`config.mk`:
```
export PLATFORM = sky130hd
export DESIGN_NAME = wb_control_pipe
export DESIGN_NICKNAME = d
export VERILOG_FILES = /design/src/rtl/wb_control_pipe.sv
export SDC_FILE = /design/constraint.sdc
export NUM_CORES = 1
export LEC_CHECK = 0
export ABC_AREA = 0
export CAP_MARGIN = 15
export CORE_MARGIN = 8
export CORE_UTILIZATION = 41
export CTS_CLUSTER_SIZE = 14
export DETAILED_ROUTE_END_ITERATION = 8
export GPL_ROUTABILITY_DRIVEN = 0
export HOLD_SLACK_MARGIN = 0.15
export MAX_ROUTING_LAYER = met4
export PLACE_DENSITY = 0.72
export SLEW_MARGIN = 20
export SYNTH_ARGS = -nofsm -noshare
export SYNTH_HDL_FRONTEND = slang
export SYNTH_SLANG_ARGS = --single-unit
```
`constraint.sdc`:
```
create_clock -name clk -period 1.3 [get_ports clk]
set_input_delay 0.13 -clock clk [delete_from_list [all_inputs] [get_ports clk]]
set_output_delay 0.13 -clock clk [all_outputs]
set_load 0.005 [all_outputs]
```
`src/rtl/wb_control_pipe.sv`:
```
// Control-signal pipeline from decode to writeback: decodes the opcode into
// mem_to_reg/reg_write/illegal and carries them through STAGES registers.
// Ports:
//   clk, rst            clock, asynchronous active-high reset
//   in_valid, opcode,   instruction in decode
//   in_rd, rs, rt
//   stall, flush        freeze / kill all stages (flush wins)
//   out_valid, mem_to_reg, reg_write, illegal, out_rd   final-stage controls
//   load_use            load in stage 0 feeds a source of the decode instruction
//   illegal_cnt         saturating count of retired illegal opcodes
module wb_control_pipe #(
  parameter int STAGES        = 2,
  parameter int REG_W         = 5,
  parameter bit ZERO_SUPPRESS = 1
) (
  input  logic             clk,
  input  logic             rst,
  input  logic             in_valid,
  input  logic [5:0]       opcode,
  input  logic [REG_W-1:0] in_rd,
  input  logic [REG_W-1:0] rs,
  input  logic [REG_W-1:0] rt,
  input  logic             stall,
  input  logic             flush,
  output logic             out_valid,
  output logic             mem_to_reg,
  output logic             reg_write,
  output logic             illegal,
  output logic [REG_W-1:0] out_rd,
  output logic             load_use,
  output logic [7:0]       illegal_cnt
);

  typedef struct packed {
    logic             v;
    logic             m2r;
    logic             rw;
    logic             ill;
    logic [REG_W-1:0] rd;
  } stage_t;

  stage_t     st_q [STAGES];
  stage_t     st_d [STAGES];
  stage_t     dec;
  logic [7:0] cnt_q;
  logic [7:0] cnt_d;

  always_comb begin
    dec     = '0;
    dec.v   = in_valid;
    dec.rd  = in_rd;
    case (opcode)
      6'b000000,
      6'b001000,
      6'b001101,
      6'b001100,
      6'b001010: dec.rw = 1'b1;
      6'b100011: begin
        dec.m2r = 1'b1;
        dec.rw  = 1'b1;
      end
      6'b101011,
      6'b000010,
      6'b000100,
      6'b000101: ;
      default:   dec.ill = 1'b1;
    endcase
    if (ZERO_SUPPRESS && in_rd == '0)
      dec.rw = 1'b0;
  end

  // Bubbles only clear the valid bit; the payload fields keep their last
  // contents so out_rd holds its value while out_valid is low.
  always_comb begin
    for (int k = 0; k < STAGES; k++)
      st_d[k] = st_q[k];
    if (flush) begin
      for (int k = 0; k < STAGES; k++)
        st_d[k].v = 1'b0;
    end else if (!stall) begin
      if (dec.v) st_d[0] = dec;
      else       st_d[0].v = 1'b0;
      for (int k = 1; k < STAGES; k++) begin
        if (st_q[k-1].v) st_d[k] = st_q[k-1];
        else             st_d[k].v = 1'b0;
      end
    end
  end

  // An entry is counted only on the edge it leaves the output stage, so a
  // stalled illegal entry is counted once.
  always_comb begin
    cnt_d = cnt_q;
    if (st_q[STAGES-1].v && st_q[STAGES-1].ill && !stall && cnt_q != 8'hFF)
      cnt_d = cnt_q + 8'd1;
  end

  always_ff @(posedge clk or posedge rst) begin
    if (rst) begin
      for (int k = 0; k < STAGES; k++)
        st_q[k] <= '0;
      cnt_q <= '0;
    end else begin
      for (int k = 0; k < STAGES; k++)
        st_q[k] <= st_d[k];
      cnt_q <= cnt_d;
    end
  end

  assign out_valid   = st_q[STAGES-1].v;
  assign mem_to_reg  = st_q[STAGES-1].v & st_q[STAGES-1].m2r;
  assign reg_write   = st_q[STAGES-1].v & st_q[STAGES-1].rw;
  assign illegal     = st_q[STAGES-1].v & st_q[STAGES-1].ill;
  assign out_rd      = st_q[STAGES-1].rd;
  assign illegal_cnt = cnt_q;

  assign load_use = in_valid && !flush
                 && st_q[0].v && st_q[0].m2r && st_q[0].rw
                 && (st_q[0].rd == rs || st_q[0].rd == rt);

endmodule

```
; ---- Word level (Yosys, flattened, before mapping)
; Cells that the tools add are included.
[totals]
register_bits = 26
latch_bits = 0
ram_bits = 0
romBits = 0
inputBits = 26
output_inout_bits = 18
elab_cells = 58
memories = 0
[op_classes]
add_sub_neg = 1
multipliers = 0
n_div = 0
n_lt_le_gt_ge = 0
n_eq_ne = 13
shift = 0
muxes = 11
bitwise_logic = 5
n_reduce_logical = 17
[op_table]
columns = cell, count
row1 = $eq A6 B4 Y1 const B, 4
row2 = $mux W18, 1
row3 = $mux W8, 2
row4 = $eq A6 B3 Y1 const B, 2
row5 = $eq A6 B6 Y1 const B, 2
row6 = $eq A5 B5 Y1, 2
row7 = $reduce_or A10 Y1, 1
row8 = $add A8 B1 Y8 const B, 1
row9 = $logic_and A1 B1 Y1, 8
row10 = $mux W1, 8
row11 = $ne A8 B8 Y1 const B, 1
row12 = $eq A6 B2 Y1 const B, 1
row13 = $logic_not A6 Y1, 1
row14 = $reduce_and A3 Y1, 2
row15 = $reduce_or A6 Y1, 1
row16 = $logic_not A5 Y1, 1
row17 = $and A1 B1 Y1, 3
row18 = $logic_not A1 Y1, 2
row19 = $ne A2 B1 Y1 const B, 1
row20 = $not A1 Y1, 2
row21 = $logic_or A1 B1 Y1, 1

; ---- Depth between registers and ports, before layout
[logic_depth]
ltp_word = 7
mapped_depth = 5
ltp_nobuf = 5

; ---- Least setup slack after synthesis
; No wires, ideal clock.
[synth_timing]
path_type = reg2reg
startpoint = reg cnt_q[0], in the netlist illegal_cnt[0]
endpoint = reg cnt_q[1], in the netlist illegal_cnt[1]
setup_time_ps = 125
t_arrival_ps = 1296
required_time_ps = 1175
setup_slack_ps = -121
path_stages_with_launch = 5
path_buffers = 0
period_less_slack_ps = 1421
path_cell_list = dfrtp_1 -> ha_1 -> nand4_1 -> o21ai_1 -> mux2_2
[synth_via]
elab_chain_len = 2
word_cells_on_any_way = 3
classes_between = add/sub: 1 / eq/ne: 1 / reduce/logical: 1
[synth_rtl]
columns = element, line_no
row1 = start: declaration, 45  ; logic [7:0] cnt_q;
row2 = start signal: assignment, 106  ; cnt_q <= cnt_d;
row3 = branches (longest 2 deep; another with $add A8 B1 Y8), n/a
; Several ways; the timed one is not identified.
; A chain may end at the register's enable or synchronous reset.

; ---- Worst setup path in the final report
[layout_timing]
startpoint = reg st_q[10] (netlist bit)
endpoint = out load_use
[layout_via]
elab_chain_len = 3
word_cells_on_any_way = 4
classes_between = eq/ne: 2 / reduce/logical: 2
[layout_rtl]
columns = element, line_no
row1 = start: declaration, 42  ; stage_t st_q [STAGES];
row2 = start signal: indexed assignment, 105  ; st_q[k] <= st_d[k];
row3 = $eq A5 B5 Y1, 119  ; && (st_q[0].rd == rs || st_q[0].rd == rt);
row4 = $logic_or A1 B1 Y1 *, 119
row5 = $logic_and A1 B1 Y1 *, 119
row6 = end: declaration, 30  ; output logic load_use,
; Every way passes the cells marked *; elsewhere a longest branch is shown, timed or not.

==> impl_metrics.py <==
metrics = {
    "outcome": {
        "outcome": "finished with violations",
        "violations_in_the_final_reports": "setup timing",
    },
    "sta": {
        "fin_setup_tns_ns": -0.9546,
        "final.min_clock_period_ns": 1.814,
        "post-route-worst-setup-slack_ns": -0.5137,
        "worst_hold_slack_ns": 0.4509,
        "worstMarginPinSlew_ns": 0.3246,
        "max_slew_violation_total_from_the_final_report": 0,
        "final_report_setup_violation_count": 11,
        "final.period_utilization_pct": 139.5,
        "timing.final.hold_violations": 0,
        "worst_clock_skew_ns": 0.008154,
        "max_freq_mhz": 551.4,
        "relSlewSlack_pct": 78.36,
        "rsz0062_at_grt": "true",
    },
    "synthesis": {
        "synth_top_family_by_area": "simple AND/OR/NAND/NOR gates",
        "synth.yosys.warnings": 0,
        "synth_mux_area_share_pct": 15.34,
        "netlist_instances": 118,
        "post_synth_xor_area_fraction_pct": 8.513,
        "yosysUniqueCellTypes": 34,
        "synth_area_in_adders_pct": 0.9355,
        "complex_gate_fraction_of_the_synthesized_area_pct": 6.829,
        "postSynthRegisterBits": 26,
        "synth_sequential_area_ratio_pct": 48.64,
        "synthesis.nets": 145,
        "post_synthesis_simple_gate_area_fraction_pct": 15.53,
        "netlist_area_pre_place_sq_mm": 0.001338,
        "post_synth.cell_area_avg_sq_um": 11.34,
    },
    "cells_and_area": {
        "flow.area_growth_from_synthesis_pct": 66.70,
        "finish.instance_area_sq_mm": 0.002230,
        "fin_nets": 226,
        "finalNonFillerCells": 242,
        "drive_above_1_share_pct": 40.91,
        "antennaDiodeCount": 0,
        "filler_cell_count": 245,
    },
    "routing": {
        "dr_drc_count": 0,
        "routedWlPerCell_um": 14.82,
        "viasPerCell": 4.909,
        "num_vias": 1188,
        "first_pass_iters": 4,
        "route.final.wire_length_um": 3586,
        "first_iter_violations": 42,
        "residual_antenna_violating_net_count_after_detailed_routing": 0,
    },
    "setup_path": {
        "worst_setup_path_start_kind": "flip-flop",
        "critical_path_class": "reg2out",
        "worst-path-buf-inv": 1,
        "flop_to_flop_setup_slack_ns": -0.11,
        "worst_ep_required_time_ns": 1.17,
        "worstSetupStartpoint": "st_q[10]$_DFFE_PP0P_",
        "worst-endpoint-arrival_ns": 1.68,
        "timing.reg2reg.worst_path_depth": 4,
        "max_stage_delay_ns": 0.46,
        "crit_slowest_cell": "dfrtp_1",
        "critical_path.top_delay_family": "flip-flops",
        "r2r_end": "illegal_cnt[1]$_DFFE_PP0P_",
        "critical_path.max_fanout": 4,
        "timing.rr.start": "illegal_cnt[1]$_DFFE_PP0P_",
        "worstPathCellList": "xor2_1, nor3_1, nand3_1, a211oi_2, buf_2",
        "end_kind": "primary output",
    },
    "power": {
        "cellLeakagePower_nw": 1.024,
        "vdd_drop_max_uv": 568.7,
        "netSwitchingFraction_pct": 27.03,
        "power.share.combinational_pct": 33.6,
        "internal-power_mw": 1.607,
        "seq_power_share_pct": 47.6,
        "power.density_mw_per_mm2": 988.0,
        "power.clock.fraction_pct": 18.8,
        "power.switching_mw": 0.5955,
    },
    "floorplanning": {
        "die-width_um": 73.12,
        "die-area_sq_mm": 0.005346,
        "effective_utilization_at_floorplan_pct": 43.46,
        "die_h_um": 73.12,
        "core_sq_mm": 0.003078,
        "placement_rows": 20,
        "top_level_ports": 44,
    },
    "hold_path": {
        "worst_hold_check_path_type": "in2reg",
        "hold_path.startpoint": "in_rd[0]",
        "hold_path_depth": 2,
        "min_to": "st_q[9]$_DFFE_PP0P_",
    },
    "cts": {
        "numCtsBuffers": 3,
        "cts-root-to-sink-buffers": 2,
        "worstSkewPairLatency_ns": 0.33,
        "root_buffer": "clkbuf_4",
        "clk_pin_slew_worst_paths_ns": 0.13,
        "cts_htree_levels": 1,
        "tritoncts_num_sinks": 26,
        "tritoncts": "yes",
    },
    "global_route": {
        "globalRouteTotalUtil_pct": 13.85,
        "grt_pass1_vias": 1254,
        "grt_max_degree": 27,
        "grt_first_pass_wirelength_um": 5651,
        "antenna_found_initial": 0,
        "total_grt_overflow": 0,
    },
    "placement": {
        "dp.cells": 223,
        "dp_slack_ns": -0.6279,
        "place.detailed.hpwl_um": 2665,
        "dpl-instance-area_sq_mm": 0.001962,
        "number_of_buffers_added_on_ports": 43,
    },
    "flow_run": {
        "drv_cap": 0,
    },
}
## worst max-delay path by stage
stage	endpoint	slack (ns)	cells after the start
global route	load_use	-0.62	5
global placement	load_use	-0.59	6
CTS	load_use	-0.49	5
detailed placement	load_use	-0.63	6
finish	load_use	-0.51	5
floorplan	illegal_cnt[7]$_DFFE_PP0P_	-0.1	5
## final cells by class
| class | instances | area, sq um | share of cell area, % |
|---|---|---|---|
| inverters | 5 | 18.77 | 0.8418 |
| flip-flops and latches | 26 | 651.9 | 29.24 |
| clock buffers | 4 | 36.28 | 1.627 |
| multi-input cells | 82 | 726.9 | 32.60 |
| well taps | 44 | 55.05 | 2.469 |
| repair buffers | 81 | 740.7 | 33.22 |
## routing by layer
layer / global-route usage [%] / up-vias / wire length [um]
met3: 1.648 / 6 / 93
met1: 14.62 / 579 / 1499
met2: 23.83 / 26 / 1913
li1: - / 577 / -
met4: 9.111 / 0 / 80
met5: - / - / 0
## power by group through the flow
stage | registers [mW] | logic, mW | clock network (mW)
after floorplan | 1.06 | 0.321 | 0
after global placement | 1.05 | 0.643 | 0
after detailed placement | 1.06 | 0.658 | 0
after CTS | 1.04 | 0.669 | 0.434
after global routing | 1.06 | 0.805 | 0.464
final | 1.05 | 0.740 | 0.415
## flip-flops by register name (all words and copies together) (netlist names)
name and count:
out_valid 1, st_q 12, out_rd 5, illegal_cnt 8
## synth_stat cells, drive strengths merged
master | n | area share, %
mux2 | 17 | 15
xnor2 | 6 | 3.9
a31oi | 1 | 0.47
xor2 | 7 | 4.6
and4bb | 1 | 0.94
inv | 5 | 1.4
a21oi | 3 | 1.1
a41oi | 1 | 0.65
nor2b | 1 | 0.47
nor2 | 5 | 1.6
mux2i | 1 | 0.75
nand2b | 1 | 0.47
o21a | 1 | 0.56
nor4b | 1 | 0.65
nand4 | 2 | 0.94
dfrtp | 26 | 49
nor3 | 5 | 1.9
and3b | 1 | 0.65
nand2 | 6 | 1.7
o22ai | 1 | 0.47
o21ai | 5 | 1.9
nand4b | 1 | 0.65
nor3b | 1 | 0.94
nand3 | 6 | 2.6
buf | 5 | 2.8
a211oi | 2 | 1.1
ha | 1 | 0.94
o211ai | 1 | 0.56
and2 | 4 | 2.1
## stage by stage
stage               utilization, %  power (mW)
floorplan                        -       1.378
global placement             63.74       1.698
detailed placement           63.74       1.722
CTS                          68.37       2.146
global route                 72.44       2.333
finish                       72.44       2.203
## repair_timing
item / CTS / global route
endpoints found under the setup margin: 24 / 27
endpoints found under the hold margin: 26 / 0
gates cloned: 0 / 0
gates resized for setup: 46 / 30
pin swaps: 11 / 5
hold buffers: 1 / 0
setup buffers: 11 / 4
## logic make-up (layout without fill, tap and decap cells)
| family | count (synthesis) | count (layout) |
|---|---|---|
| multiplexers | 18 | 18 |
| flip-flops | 26 | 26 |
| buffers and inverters | 10 | 90 |
| AND/OR/NAND/NOR | 35 | 35 |
| adder cells (fa/ha/maj) | 1 | 1 |
| AO/OA/AOI/OAI | 15 | 15 |
| XOR/XNOR | 13 | 13 |
## cells in the final DEF, fill, tap and decap left out, types with 2 or more instances in the layout
cell and count:
buf_4 27, dfrtp_1 25, clkdlybuf4s50_1 25, buf_6 13, mux2_4 10, mux2_2 7
xor2_1 7, dlygate4sd2_1 7, nand2_1 6, xnor2_1 6, clkdlybuf4s15_1 6, inv_1 5
nand3_1 4, and2_4 4, nor3_1 4, nor2_1 4, a21oi_1 3, o21ai_0 3
clkbuf_4 3, nand4_1 2, o21ai_2 2, nand3_2 2, buf_2 2
Power figures use the tool's default switching activity.
